$ cat config.mk
export PLATFORM = sky130hd
export DESIGN_NAME = uart_frame_core
export DESIGN_NICKNAME = d
export VERILOG_FILES = /design/src/rtl/uart_frame_core.sv
export SDC_FILE = /design/constraint.sdc
export NUM_CORES = 1
export LEC_CHECK = 0
export ABC_AREA = 1
export CAP_MARGIN = 20
export CORE_ASPECT_RATIO = 1.25
export CORE_MARGIN = 2
export CORE_UTILIZATION = 60
export CTS_BUF_LIST = sky130_fd_sc_hd__clkbuf_4 sky130_fd_sc_hd__clkbuf_8 sky130_fd_sc_hd__clkbuf_16
export DETAILED_ROUTE_END_ITERATION = 7
export HOLD_SLACK_MARGIN = 0.08
export MAX_ROUTING_LAYER = met4
export PLACE_DENSITY_LB_ADDON = 0.05
export SLEW_MARGIN = 20
export SYNTH_ARGS = -nofsm -noshare
export SYNTH_HDL_FRONTEND = slang
export SYNTH_SLANG_ARGS = --single-unit
$ cat constraint.sdc
create_clock -name clk -period 2.28 [get_ports clk]
set_input_delay 0.456 -clock clk [delete_from_list [all_inputs] [get_ports clk]]
set_output_delay 0.456 -clock clk [all_outputs]
set_load 0.02 [all_outputs]
$ cat src/rtl/uart_frame_core.sv
// uart_frame_core: parametrised full-duplex UART with configurable width, parity and
// stop bits. The receiver synchronises rx, samples mid-bit, rejects short start glitches
// and reports sticky parity, framing and overrun flags alongside ready.
module uart_frame_core #(
  parameter int unsigned CLOCKS_PER_PULSE = 4,
  parameter int unsigned DATA_BITS        = 8,
  parameter int unsigned PARITY           = 0,
  parameter int unsigned STOP_BITS        = 1
) (
  input  logic                 clk,
  input  logic                 rst,
  input  logic [DATA_BITS-1:0] data_in,
  input  logic                 data_en,
  output logic                 tx,
  output logic                 tx_busy,
  input  logic                 rx,
  output logic                 ready,
  input  logic                 ready_clr,
  output logic [DATA_BITS-1:0] data_out,
  output logic                 parity_err,
  output logic                 frame_err,
  output logic                 overrun
);

  localparam int unsigned     CntW      = $clog2(CLOCKS_PER_PULSE);
  localparam logic [CntW-1:0] CntLast   = CntW'(CLOCKS_PER_PULSE - 1);
  localparam logic [CntW-1:0] CntHalf   = CntW'(CLOCKS_PER_PULSE / 2 - 1);
  localparam logic [3:0]      DataLast  = 4'(DATA_BITS - 1);
  localparam logic [3:0]      StopLast  = 4'(STOP_BITS - 1);
  localparam bit              HasParity = (PARITY != 0);
  localparam bit              OddParity = (PARITY == 2);

  typedef enum logic [2:0] {TxIdle, TxStart, TxData, TxParity, TxStop} tx_state_e;
  typedef enum logic [2:0] {
    RxIdle, RxStart, RxData, RxParity, RxStop, RxWaitHigh
  } rx_state_e;

  // ---------------------------------------------------------------------------------------
  // Transmitter
  // ---------------------------------------------------------------------------------------
  tx_state_e            tx_state_q, tx_state_d;
  logic [CntW-1:0]      tx_cnt_q, tx_cnt_d;
  logic [3:0]           tx_bit_q, tx_bit_d;
  logic [DATA_BITS-1:0] tx_shift_q, tx_shift_d;
  logic                 tx_par_q, tx_par_d;
  logic                 tx_q, tx_d;
  logic                 tx_busy_q, tx_busy_d;

  // TX next state: tx is registered and changes on the first edge of each bit period.
  always_comb begin
    tx_state_d = tx_state_q;
    tx_cnt_d   = tx_cnt_q;
    tx_bit_d   = tx_bit_q;
    tx_shift_d = tx_shift_q;
    tx_par_d   = tx_par_q;
    tx_d       = tx_q;
    tx_busy_d  = tx_busy_q;
    if (tx_state_q == TxIdle) begin
      if (data_en) begin
        tx_state_d = TxStart;
        tx_cnt_d   = '0;
        tx_bit_d   = '0;
        tx_shift_d = data_in;
        tx_par_d   = (^data_in) ^ OddParity;
        tx_d       = 1'b0;
        tx_busy_d  = 1'b1;
      end
    end else if (tx_cnt_q != CntLast) begin
      tx_cnt_d = tx_cnt_q + 1'b1;
    end else begin
      tx_cnt_d = '0;
      case (tx_state_q)
        TxStart: begin
          tx_state_d = TxData;
          tx_bit_d   = '0;
          tx_d       = tx_shift_q[0];
        end
        TxData: begin
          if (tx_bit_q == DataLast) begin
            if (HasParity) begin
              tx_state_d = TxParity;
              tx_d       = tx_par_q;
            end else begin
              tx_state_d = TxStop;
              tx_bit_d   = '0;
              tx_d       = 1'b1;
            end
          end else begin
            tx_bit_d   = tx_bit_q + 1'b1;
            tx_shift_d = {1'b0, tx_shift_q[DATA_BITS-1:1]};
            tx_d       = tx_shift_q[1];
          end
        end
        TxParity: begin
          tx_state_d = TxStop;
          tx_bit_d   = '0;
          tx_d       = 1'b1;
        end
        TxStop: begin
          if (tx_bit_q == StopLast) begin
            tx_state_d = TxIdle;
            tx_busy_d  = 1'b0;
            tx_d       = 1'b1;
          end else begin
            tx_bit_d = tx_bit_q + 1'b1;
          end
        end
        default: tx_state_d = TxIdle;
      endcase
    end
  end

  // TX state register with synchronous reset.
  always_ff @(posedge clk) begin
    if (rst) begin
      tx_state_q <= TxIdle;
      tx_cnt_q   <= '0;
      tx_bit_q   <= '0;
      tx_shift_q <= '0;
      tx_par_q   <= 1'b0;
      tx_q       <= 1'b1;
      tx_busy_q  <= 1'b0;
    end else begin
      tx_state_q <= tx_state_d;
      tx_cnt_q   <= tx_cnt_d;
      tx_bit_q   <= tx_bit_d;
      tx_shift_q <= tx_shift_d;
      tx_par_q   <= tx_par_d;
      tx_q       <= tx_d;
      tx_busy_q  <= tx_busy_d;
    end
  end

  assign tx      = tx_q;
  assign tx_busy = tx_busy_q;

  // ---------------------------------------------------------------------------------------
  // Receiver
  // ---------------------------------------------------------------------------------------
  logic rx_meta_q, rx_s_q;

  // Two-stage synchroniser; both stages idle high so reset does not fake a start bit.
  always_ff @(posedge clk) begin
    if (rst) begin
      rx_meta_q <= 1'b1;
      rx_s_q    <= 1'b1;
    end else begin
      rx_meta_q <= rx;
      rx_s_q    <= rx_meta_q;
    end
  end

  rx_state_e            rx_state_q, rx_state_d;
  logic [CntW-1:0]      rx_cnt_q, rx_cnt_d;
  logic [3:0]           rx_bit_q, rx_bit_d;
  logic [DATA_BITS-1:0] rx_shift_q, rx_shift_d;
  logic                 rx_par_q, rx_par_d;
  logic [DATA_BITS-1:0] data_out_q, data_out_d;
  logic                 ready_q, ready_d;
  logic                 perr_q, perr_d;
  logic                 ferr_q, ferr_d;
  logic                 ovr_q, ovr_d;
  logic                 par_mismatch;

  assign par_mismatch = HasParity && (((^rx_shift_q) ^ rx_par_q) != OddParity);

  // RX next state; a completing frame overrides a simultaneous ready_clr.
  always_comb begin
    rx_state_d = rx_state_q;
    rx_cnt_d   = rx_cnt_q;
    rx_bit_d   = rx_bit_q;
    rx_shift_d = rx_shift_q;
    rx_par_d   = rx_par_q;
    data_out_d = data_out_q;
    ready_d    = ready_q;
    perr_d     = perr_q;
    ferr_d     = ferr_q;
    ovr_d      = ovr_q;
    if (ready_clr) begin
      ready_d = 1'b0;
      perr_d  = 1'b0;
      ferr_d  = 1'b0;
      ovr_d   = 1'b0;
    end
    case (rx_state_q)
      RxIdle: begin
        if (!rx_s_q) begin
          rx_state_d = RxStart;
          rx_cnt_d   = '0;
          rx_bit_d   = '0;
        end
      end
      RxStart: begin
        if (rx_cnt_q == CntHalf) begin
          rx_cnt_d   = '0;
          rx_state_d = rx_s_q ? RxIdle : RxData;
        end else begin
          rx_cnt_d = rx_cnt_q + 1'b1;
        end
      end
      RxData: begin
        if (rx_cnt_q == CntLast) begin
          rx_cnt_d   = '0;
          rx_shift_d = {rx_s_q, rx_shift_q[DATA_BITS-1:1]};
          if (rx_bit_q == DataLast) begin
            rx_state_d = HasParity ? RxParity : RxStop;
          end else begin
            rx_bit_d = rx_bit_q + 1'b1;
          end
        end else begin
          rx_cnt_d = rx_cnt_q + 1'b1;
        end
      end
      RxParity: begin
        if (rx_cnt_q == CntLast) begin
          rx_cnt_d   = '0;
          rx_par_d   = rx_s_q;
          rx_state_d = RxStop;
        end else begin
          rx_cnt_d = rx_cnt_q + 1'b1;
        end
      end
      RxStop: begin
        if (rx_cnt_q == CntLast) begin
          rx_cnt_d   = '0;
          data_out_d = rx_shift_q;
          ready_d    = 1'b1;
          perr_d     = perr_d | par_mismatch;
          ferr_d     = ferr_d | !rx_s_q;
          ovr_d      = ovr_d | (ready_q & !ready_clr);
          // A low stop sample may be a break; wait for the line to recover first.
          rx_state_d = rx_s_q ? RxIdle : RxWaitHigh;
        end else begin
          rx_cnt_d = rx_cnt_q + 1'b1;
        end
      end
      RxWaitHigh: begin
        if (rx_s_q) rx_state_d = RxIdle;
      end
      default: rx_state_d = RxIdle;
    endcase
  end

  // RX state and result registers with synchronous reset.
  always_ff @(posedge clk) begin
    if (rst) begin
      rx_state_q <= RxIdle;
      rx_cnt_q   <= '0;
      rx_bit_q   <= '0;
      rx_shift_q <= '0;
      rx_par_q   <= 1'b0;
      data_out_q <= '0;
      ready_q    <= 1'b0;
      perr_q     <= 1'b0;
      ferr_q     <= 1'b0;
      ovr_q      <= 1'b0;
    end else begin
      rx_state_q <= rx_state_d;
      rx_cnt_q   <= rx_cnt_d;
      rx_bit_q   <= rx_bit_d;
      rx_shift_q <= rx_shift_d;
      rx_par_q   <= rx_par_d;
      data_out_q <= data_out_d;
      ready_q    <= ready_d;
      perr_q     <= perr_d;
      ferr_q     <= ferr_d;
      ovr_q      <= ovr_d;
    end
  end

  assign ready      = ready_q;
  assign data_out   = data_out_q;
  assign parity_err = perr_q;
  assign frame_err  = ferr_q;
  assign overrun    = ovr_q;

endmodule

==> flow_summary_export.csv, run 1 <==
group,metric,value,unit
sta,drv_slew,0,
worst_setup_path,crit_required,1.82,ns
drt,drc_errors,0,
run,max-cap-violations,0,
power_and_ir_drop,power_density,926,nW/um^2
synth,ys_seq_elements,49,
placement,gp_congestion,0.919,
finish,n_fill_cell,358,
finish,fin_nets,411,
worst_setup_path,cp-start-kind,"register",
grt,globalRouteOverflowTotal,0,
finish,layout.cells.non_filler,448,
synth,synthFlopType,"dfxtp_1",
cts,cts_sinks,49,
drt,via_per_inst,5.08,
sta,fmax,0.580,GHz
worst_setup_path,crit_arrival,1.27,ns
grt,grt_pass1_vias,1992,
finish,final_cell_mix,"87 x nand2_1, 68 x nor2_1, 49 x dfxtp_1",
synth,netlist_area,2450,sq um
drt,antenna_left,0,
cts,post_cts_buffers,0,
floorplan,row_count,26,
drt,first_iter_violations,179,
drt,routed_wl,4.96,mm
sta,setup_violations,0,
synth,syn_inst,367,
placement,io_buffers,25,
synth,synth-edff-count,0,
drt,routedWlPerCell,11.1,microns
drt,drt-pass1-iter-count,4,
floorplan,initial_core_util,0.614,
synth,muxShareOfSynthArea,0,
cts,cts_root_buf,"clkbuf_8",
sta,fin_crit,1.73,ns
worst_setup_path,worstSetupPathType,"register to primary output",
sta,hold_viol,0,
floorplan,die_y,75.5,microns
sta,tns,0,ns
sta,rsz0062_at_grt,"false",
synth,yosysSeqAreaShare,0.400,
finish,diodes,0,
synth,synthXorXnorAreaFrac,0,
synth,syn_area_per_cell,6.69,sq um
cts,insertion_delay,0.29,ns
worst_setup_path,slowest_stage,"clkdlybuf4s50_1",
cts,clk_pin_slew_worst_paths,0.08,ns
cts,cts_hold_buf,0,
synth,syn_nets,387,
worst_setup_path,end_kind,"primary output",
worst_setup_path,path_delay_family,"buffers and inverters",
grt,grt_usage,0.240,
synth,synthAdderAreaFrac,0.0357,
cts,htreeDepth,2,
finish,drive_gt1_frac,0.0765,
synth,yosys.area_share.simple,0.351,
min_path,hold_path.class,"register to register",
synth,synth_compound_area_frac,0.133,
grt,antenna_found_initial,0,
placement,place_inst,440,
worst_setup_path,cpPeakStageDelay,0.62,ns
sta,final.period_utilization,0.757,
placement,dpl.hpwl,3.65,mm
power_and_ir_drop,vdd_drop_max,0.588,mV
floorplan,coreArea,4000,sq um
finish,area_delta_synth_final,14.8,%
cts,cts_buffer_depth,2,
cts,cts-resized-gates,0,
run_status,status,"completed",
grt,grt_max_degree,35,
power_and_ir_drop,p_leak,1.30,nW
worst_setup_path,worst-path-buf-inv,1,
floorplan,design.die.area,4620,sq um
drt,vias,2274,
synth,ys_warn_count,0,
grt,grt_pass1_wl,8.28,mm
cts,cts_tree,"yes",
finish,layout_commonest_cell,"nand2_1",
synth,async_flop_share,0,
worst_setup_path,cp_max_fo,2,
synth,yosysUniqueCellTypes,27,
floorplan,die_w,61.2,microns
floorplan,ios,27,
cts,cts_buffers,5,
worst_setup_path,cp_cell_sequence,"clkdlybuf4s50_1",
sta,clock-skew-final,0.00482,ns
synth,synth_top_family_by_area,"simple AND/OR/NAND/NOR gates",
## registers in the layout, indices dropped and copies added (netlist names), 2 cells and up
register,cells
data_out,8
rx_shift_q,8
tx_shift_q,8
rx_bit_q,4
tx_bit_q,4
rx_state_q,3
tx_state_q,3
rx_cnt_q,2
tx_cnt_q,2
## power breakdown
part | internal, mW | total, mW | leakage, nW | switching (mW)
clock | 0.225 | 0.492 | 0.0484 | 0.267
sequential | 0.965 | 1.11 | 0.399 | 0.143
combinational | 0.356 | 1.01 | 0.851 | 0.654
## cell families after synthesis
| family | after synthesis |
|---|---|
| AOI/OAI and AO/OA | 63 |
| and+or+nand+nor | 202 |
| adders and majority gates | 7 |
| DFF | 49 |
| buffers and inverters | 45 |
| other | 1 |
## cell usage after synthesis (all sizes together) (3+ instances only)
master  instances  area, sq um
nand3          31          173
inv            34          130
o21ai          32          164
dfxtp          49          981
a21oi          27          135
nor2           74          303
nor3            3         15.0
ha              7         87.6
nand2          90          345
clkbuf          5         18.8
buf             6         46.3
## final timing paths
check / depth (start not counted) / end / start / slack (ns)
worst max-delay path: 1 / tx_busy / tx_busy / 0.55
worst min-delay path: 1 / rx_s_q / rx_meta_q / 0.41
worst max register to register: 8 / tx_state_q[2] / tx_state_q[2] / 0.64
worst min register to register: 1 / rx_s_q / rx_meta_q / 0.41
## metrics by stage
stage                     power [mW]  setup WS (ns)  hold WS, ns  utilization  cell area, sq um
after CTS                       2.64          0.531        0.416        0.705              2820
after global routing            2.83          0.471        0.448        0.705              2820
after floorplan                 1.94          0.911        0.389            -              2450
after detailed placement        2.14          0.412        0.395        0.683              2730
after global placement          2.13          0.452        0.393        0.683              2730
final                           2.61          0.555        0.413        0.705              2820
## cell type report
class,count,area [sq um],area share
clock buffer,6,76.3,0.0271
clock inverter,2,10.0,0.00355
inverter,34,130,0.0462
multi-input combinational,273,1280,0.454
sequential,49,981,0.348
tap,56,70.1,0.0249
timing repair buffer,28,273,0.0968
## layer usage
metal  global-route usage  share of wire  vias up
met1                0.272           0.45     1012
met4               0.0700         0.0044        0
li1                     -              -     1217
met2                0.416           0.51       43
met5                    -              0        -
met3               0.0543          0.037        2
Power figures use the tool's default switching activity.
==> run 2, diff against run 1 <==
--- a/config.mk
+++ b/config.mk
@@ -9,7 +9,7 @@
 export CAP_MARGIN = 20
 export CORE_ASPECT_RATIO = 1.25
 export CORE_MARGIN = 2
-export CORE_UTILIZATION = 60
+export CORE_UTILIZATION = 56
 export CTS_BUF_LIST = sky130_fd_sc_hd__clkbuf_4 sky130_fd_sc_hd__clkbuf_8 sky130_fd_sc_hd__clkbuf_16
 export DETAILED_ROUTE_END_ITERATION = 7
 export HOLD_SLACK_MARGIN = 0.08
==> constraint.sdc (replaced) <==
create_clock -name clk -period 1.6 [get_ports clk]
set_input_delay 0.32 -clock clk [delete_from_list [all_inputs] [get_ports clk]]
set_output_delay 0.32 -clock clk [all_outputs]
set_load 0.02 [all_outputs]
==> flow_summary_export.csv, run 2 (synthesis gave the netlist of run 1 again) <==
group,metric,value,unit
worst_setup_path,cp-start-kind,"register",
sta,final.period_utilization,0.970,
power_and_ir_drop,power_density,1300,nW/um^2
cts,cts_tree,"yes",
floorplan,coreArea,4160,sq um
sta,rsz0062_at_grt,"false",
sta,setup_slack,0.0485,ns
cts,cts_hold_buf,0,
worst_setup_path,r2r_slack,0.18,ns
grt,grt_max_degree,20,
worst_setup_path,crit_required,1.28,ns
drt,first_iter_violations,146,
worst_setup_path,cp_max_fo,2,
grt,grt_pass1_vias,2112,
cts,cts_buffer_depth,2,
sta,hold_viol,0,
power_and_ir_drop,vdd_drop_max,0.796,mV
floorplan,die_y,78.0,microns
finish,area_delta_synth_final,19.7,%
floorplan,design.die.area,4930,sq um
finish,drive_gt1_frac,0.111,
worst_setup_path,cp_cell_sequence,"clkdlybuf4s50_1",
floorplan,initial_core_util,0.590,
finish,fin_util,0.706,
grt,globalRouteOverflowTotal,0,
finish,diodes,0,
cts,insertion_delay,0.30,ns
placement,dpl-instance-area,2820,sq um
drt,routedWlPerCell,11.0,microns
sta,clock-skew-final,0.0112,ns
worst_setup_path,slowest_stage,"clkdlybuf4s50_1",
worst_setup_path,worstSetupPathType,"register to primary output",
worst_setup_path,path_delay_family,"buffers and inverters",
finish,n_fill_cell,374,
drt,antenna_left,0,
worst_setup_path,end_kind,"primary output",
placement,dpl.hpwl,3.79,mm
sta,timing.hold.ws,0.422,ns
power_and_ir_drop,finalPower,3.83,mW
placement,place_inst,452,
power_and_ir_drop,p_leak,1.50,nW
floorplan,ios,27,
cts,clk_pin_slew_worst_paths,0.09,ns
cts,cts_sinks,49,
floorplan,die_w,63.2,microns
finish,layout_commonest_cell,"nand2_1",
finish,fin_nets,423,
finish,fin_area,2940,sq um
cts,cts_buffers,5,
drt,via_per_inst,5.05,
sta,fmax,0.645,GHz
floorplan,row_count,26,
placement,io_buffers,25,
drt,drt-pass1-iter-count,5,
min_path,hold_path.class,"register to register",
sta,tns,0,ns
cts,htreeDepth,2,
placement,dp_slack,-0.0524,ns
run,max-cap-violations,0,
cts,post_cts_buffers,0,
cts,cts_root_buf,"clkbuf_8",
sta,drv_slew,0,
run_status,status,"completed",
drt,vias,2324,
sta,setup_violations,0,
worst_setup_path,cpPeakStageDelay,0.60,ns
finish,final_cell_mix,"87 x nand2_1, 67 x nor2_1, 48 x dfxtp_1",
drt,drc_errors,0,
placement,gp_congestion,0.978,
grt,antenna_found_initial,0,
grt,grt_pass1_wl,8.83,mm
sta,fin_crit,1.55,ns
worst_setup_path,crit_arrival,1.23,ns
finish,layout.cells.non_filler,460,
worst_setup_path,worst-path-buf-inv,1,
drt,routed_wl,5.07,mm
grt,grt_usage,0.226,
-- run 2: power by group --
group          leakage [nW]  switching, mW  total [mW]  internal [mW]
clock network        0.0439          0.408       0.710          0.302
logic                  1.06          0.980        1.56          0.575
registers             0.400          0.185        1.56           1.38
total                  1.50           1.57        3.83           2.26
-- run 2: worst paths after layout --
path                      start            end  cells past startpoint
hold / removal        rx_meta_q         rx_s_q                      1
setup reg to reg  tx_state_q[0]  tx_shift_q[5]                      7
hold reg to reg       rx_meta_q         rx_s_q                      1
setup / recovery             tx             tx                      1
-- run 2: cell type report --
class	instances	area [sq um]	share of cell area
clock buffers	5	68.8	0.0234
clock inverters	3	17.5	0.00596
inverters	34	130	0.0443
multi-input cells	273	1290	0.438
flip-flops and latches	49	982	0.334
well taps	56	70.1	0.0239
repair buffers	40	383	0.130
-- run 2: per-layer routing --
metal / vias to the layer above / part of all wire / track usage / wire (microns)
met1: 1029 / 0.45 / 0.256 / 2260
met4: 0 / 0.013 / 0.0717 / 64
met5: - / 0 / - / 0
li1: 1251 / - / - / -
met3: 6 / 0.039 / 0.0344 / 196
met2: 38 / 0.50 / 0.407 / 2550
-- run 2: timing repair --
item | CTS | global route
gates resized for setup | 0 | 12
endpoints found under the hold margin | 0 | 0
setup endpoints to repair | 0 | 13
==> run 3, diff against run 2 <==
--- a/config.mk
+++ b/config.mk
@@ -9,9 +9,10 @@
 export CAP_MARGIN = 20
 export CORE_ASPECT_RATIO = 1.25
 export CORE_MARGIN = 2
-export CORE_UTILIZATION = 56
+export CORE_UTILIZATION = 60
 export CTS_BUF_LIST = sky130_fd_sc_hd__clkbuf_4 sky130_fd_sc_hd__clkbuf_8 sky130_fd_sc_hd__clkbuf_16
 export DETAILED_ROUTE_END_ITERATION = 7
+export DONT_BUFFER_PORTS = 1
 export HOLD_SLACK_MARGIN = 0.08
 export MAX_ROUTING_LAYER = met4
 export PLACE_DENSITY_LB_ADDON = 0.05
==> flow_summary_export.csv, run 3 (synthesis gave the netlist of run 1 again) <==
group,metric,value,unit
finish,layout.cells.non_filler,429,
floorplan,die_y,75.5,microns
min_path,hold_path.class,"input port to register",
floorplan,ios,27,
cts,cts_tree,"yes",
worst_setup_path,crit_required,1.80,ns
finish,diodes,0,
worst_setup_path,crit_arrival,1.66,ns
finish,area_delta_synth_final,7.29,%
floorplan,coreArea,4000,sq um
grt,grt_pass1_wl,8.28,mm
power_and_ir_drop,p_sw_frac,0.416,
placement,dpl.hpwl,3.68,mm
power_and_ir_drop,power_density,1420,nW/um^2
drt,routedWlPerCell,11.7,microns
worst_setup_path,slowest_stage,"dfxtp_1",
power_and_ir_drop,internal-power,2.19,mW
placement,gp_congestion,0.966,
sta,fin_crit,1.46,ns
cts,cts_root_buf,"clkbuf_8",
drt,drt-pass1-iter-count,4,
finish,n_fill_cell,394,
run,max-cap-violations,0,
finish,layout_commonest_cell,"nand2_1",
floorplan,initial_core_util,0.614,
cts,clk_pin_slew_worst_paths,0.09,ns
sta,fmax,0.684,GHz
worst_setup_path,cp_cell_sequence,"nor2_2 -> nand2_2 -> buf_4 -> nand2_1 -> nand2_2 -> o21ai_1 -> nor2_1",
worst_setup_path,timing.rr.start,"tx_state_q[0]",
drt,antenna_left,0,
drt,routed_wl,5.02,mm
power_and_ir_drop,p_switching,1.56,mW
worst_setup_path,worstSetupPathType,"register to register",
min_path,whs_path_depth,1,
min_path,hold_end,"tx_cnt_q[1]",
cts,cts_buffer_depth,2,
finish,drive_gt1_frac,0.105,
placement,io_buffers,0,
drt,via_per_inst,5.16,
sta,tns,0,ns
finish,final_cell_mix,"87 x nand2_1, 67 x nor2_1, 45 x dfxtp_1",
power_and_ir_drop,seqPwrFrac,0.425,
grt,grt_max_degree,21,
sta,drv_slew,0,
run_status,status,"completed",
finish,regArea,986,sq um
worst_setup_path,cp_max_fo,9,
worst_setup_path,r2r_slack,0.14,ns
drt,first_iter_violations,92,
sta,hold_viol,0,
floorplan,die_w,61.2,microns
cts,cts_buffers,5,
power_and_ir_drop,p_leak,1.23,nW
grt,grt_pass1_vias,2041,
sta,final.period_utilization,0.913,
finish,fin_nets,392,
cts,cts_sinks,49,
power_and_ir_drop,clockPowerShare,0.189,
grt,globalRouteOverflowTotal,0,
grt,antenna_found_initial,0,
grt,grt_usage,0.242,
floorplan,row_count,26,
sta,setup_violations,0,
worst_setup_path,cp-start-kind,"register",
worst_setup_path,cpPeakStageDelay,0.37,ns
power_and_ir_drop,vdd_drop_max,0.804,mV
drt,vias,2212,
worst_setup_path,reg2reg_to,"tx_shift_q[4]",
cts,insertion_delay,0.29,ns
sta,rsz0062_at_grt,"false",
worst_setup_path,end_kind,"register",
power_and_ir_drop,combPwrFrac,0.386,
sta,clock-skew-final,0.00522,ns
placement,place_inst,418,
cts,htreeDepth,2,
finish,multi_input_area,1290,sq um
worst_setup_path,worstRegToRegCells,7,
min_path,min_from,"rst",
drt,drc_errors,0,
worst_setup_path,cp_common_cell,"nand2_2",
floorplan,design.die.area,4620,sq um
-- run 3: power groups by stage --
stage	clock, mW	sequential (mW)	combinational (mW)
6_report	0.709	1.59	1.45
5_1_grt	0.764	1.62	1.68
4_1_cts	0.729	1.58	1.43
3_5_place_dp	0	1.61	1.41
3_3_place_gp	0	1.61	1.39
2_1_floorplan	0	1.52	1.24
-- run 3: metrics by stage --
stage,setup WS (ns),power (mW),hold slack (ns),util,cell area [sq um]
2_1_floorplan,0.231,2.76,0.389,-,2450
3_3_place_gp,0.107,3.00,0.392,0.626,2500
3_5_place_dp,0.111,3.02,0.393,0.626,2500
4_1_cts,0.0940,3.74,0.0801,0.653,2610
5_1_grt,0.00639,4.06,0.0838,0.658,2630
6_report,0.139,3.75,0.0904,0.658,2630
-- run 3: worst max-delay path: cells and delay by family (launching register included) --
| family | cells | cell delay [ns] |
|---|---|---|
| DFF | 1 | 0.37 |
| AOI/OAI and AO/OA | 1 | 0.18 |
| and+or+nand+nor | 5 | 0.63 |
| buffers and inverters | 1 | 0.18 |
-- run 3: layer usage --
layer,vias up,wire length [microns],track usage
met2,37,2490,0.413
met5,-,0,-
li1,1183,-,-
met1,984,2300,0.281
met4,0,83,0.0894
met3,8,146,0.0424
-- run 3: area by class of cell --
class / count / area share
clock buffer: 5 / 0.0261
tap: 56 / 0.0266
multi-input combinational: 273 / 0.488
timing repair buffer: 9 / 0.0285
sequential: 49 / 0.374
inverter: 34 / 0.0494
clock inverter: 3 / 0.00665
-- run 3: worst max path at each step --
stage                              from             to
final                     tx_state_q[0]  tx_shift_q[4]
after global routing      rx_state_q[2]  rx_state_q[2]
after CTS                 tx_state_q[0]  tx_shift_q[2]
after detailed placement  tx_state_q[0]  tx_shift_q[2]
after global placement    tx_state_q[0]  tx_shift_q[2]
after floorplan             tx_bit_q[0]  tx_shift_q[0]
-- run 3: repair_timing --
item                                    in CTS  in global routing
hold buffers                                 2                  1
resized for setup                            0                  7
endpoints found under the setup margin       0                 10
hold endpoints to repair                     9                  2
buffers inserted                             0                  0
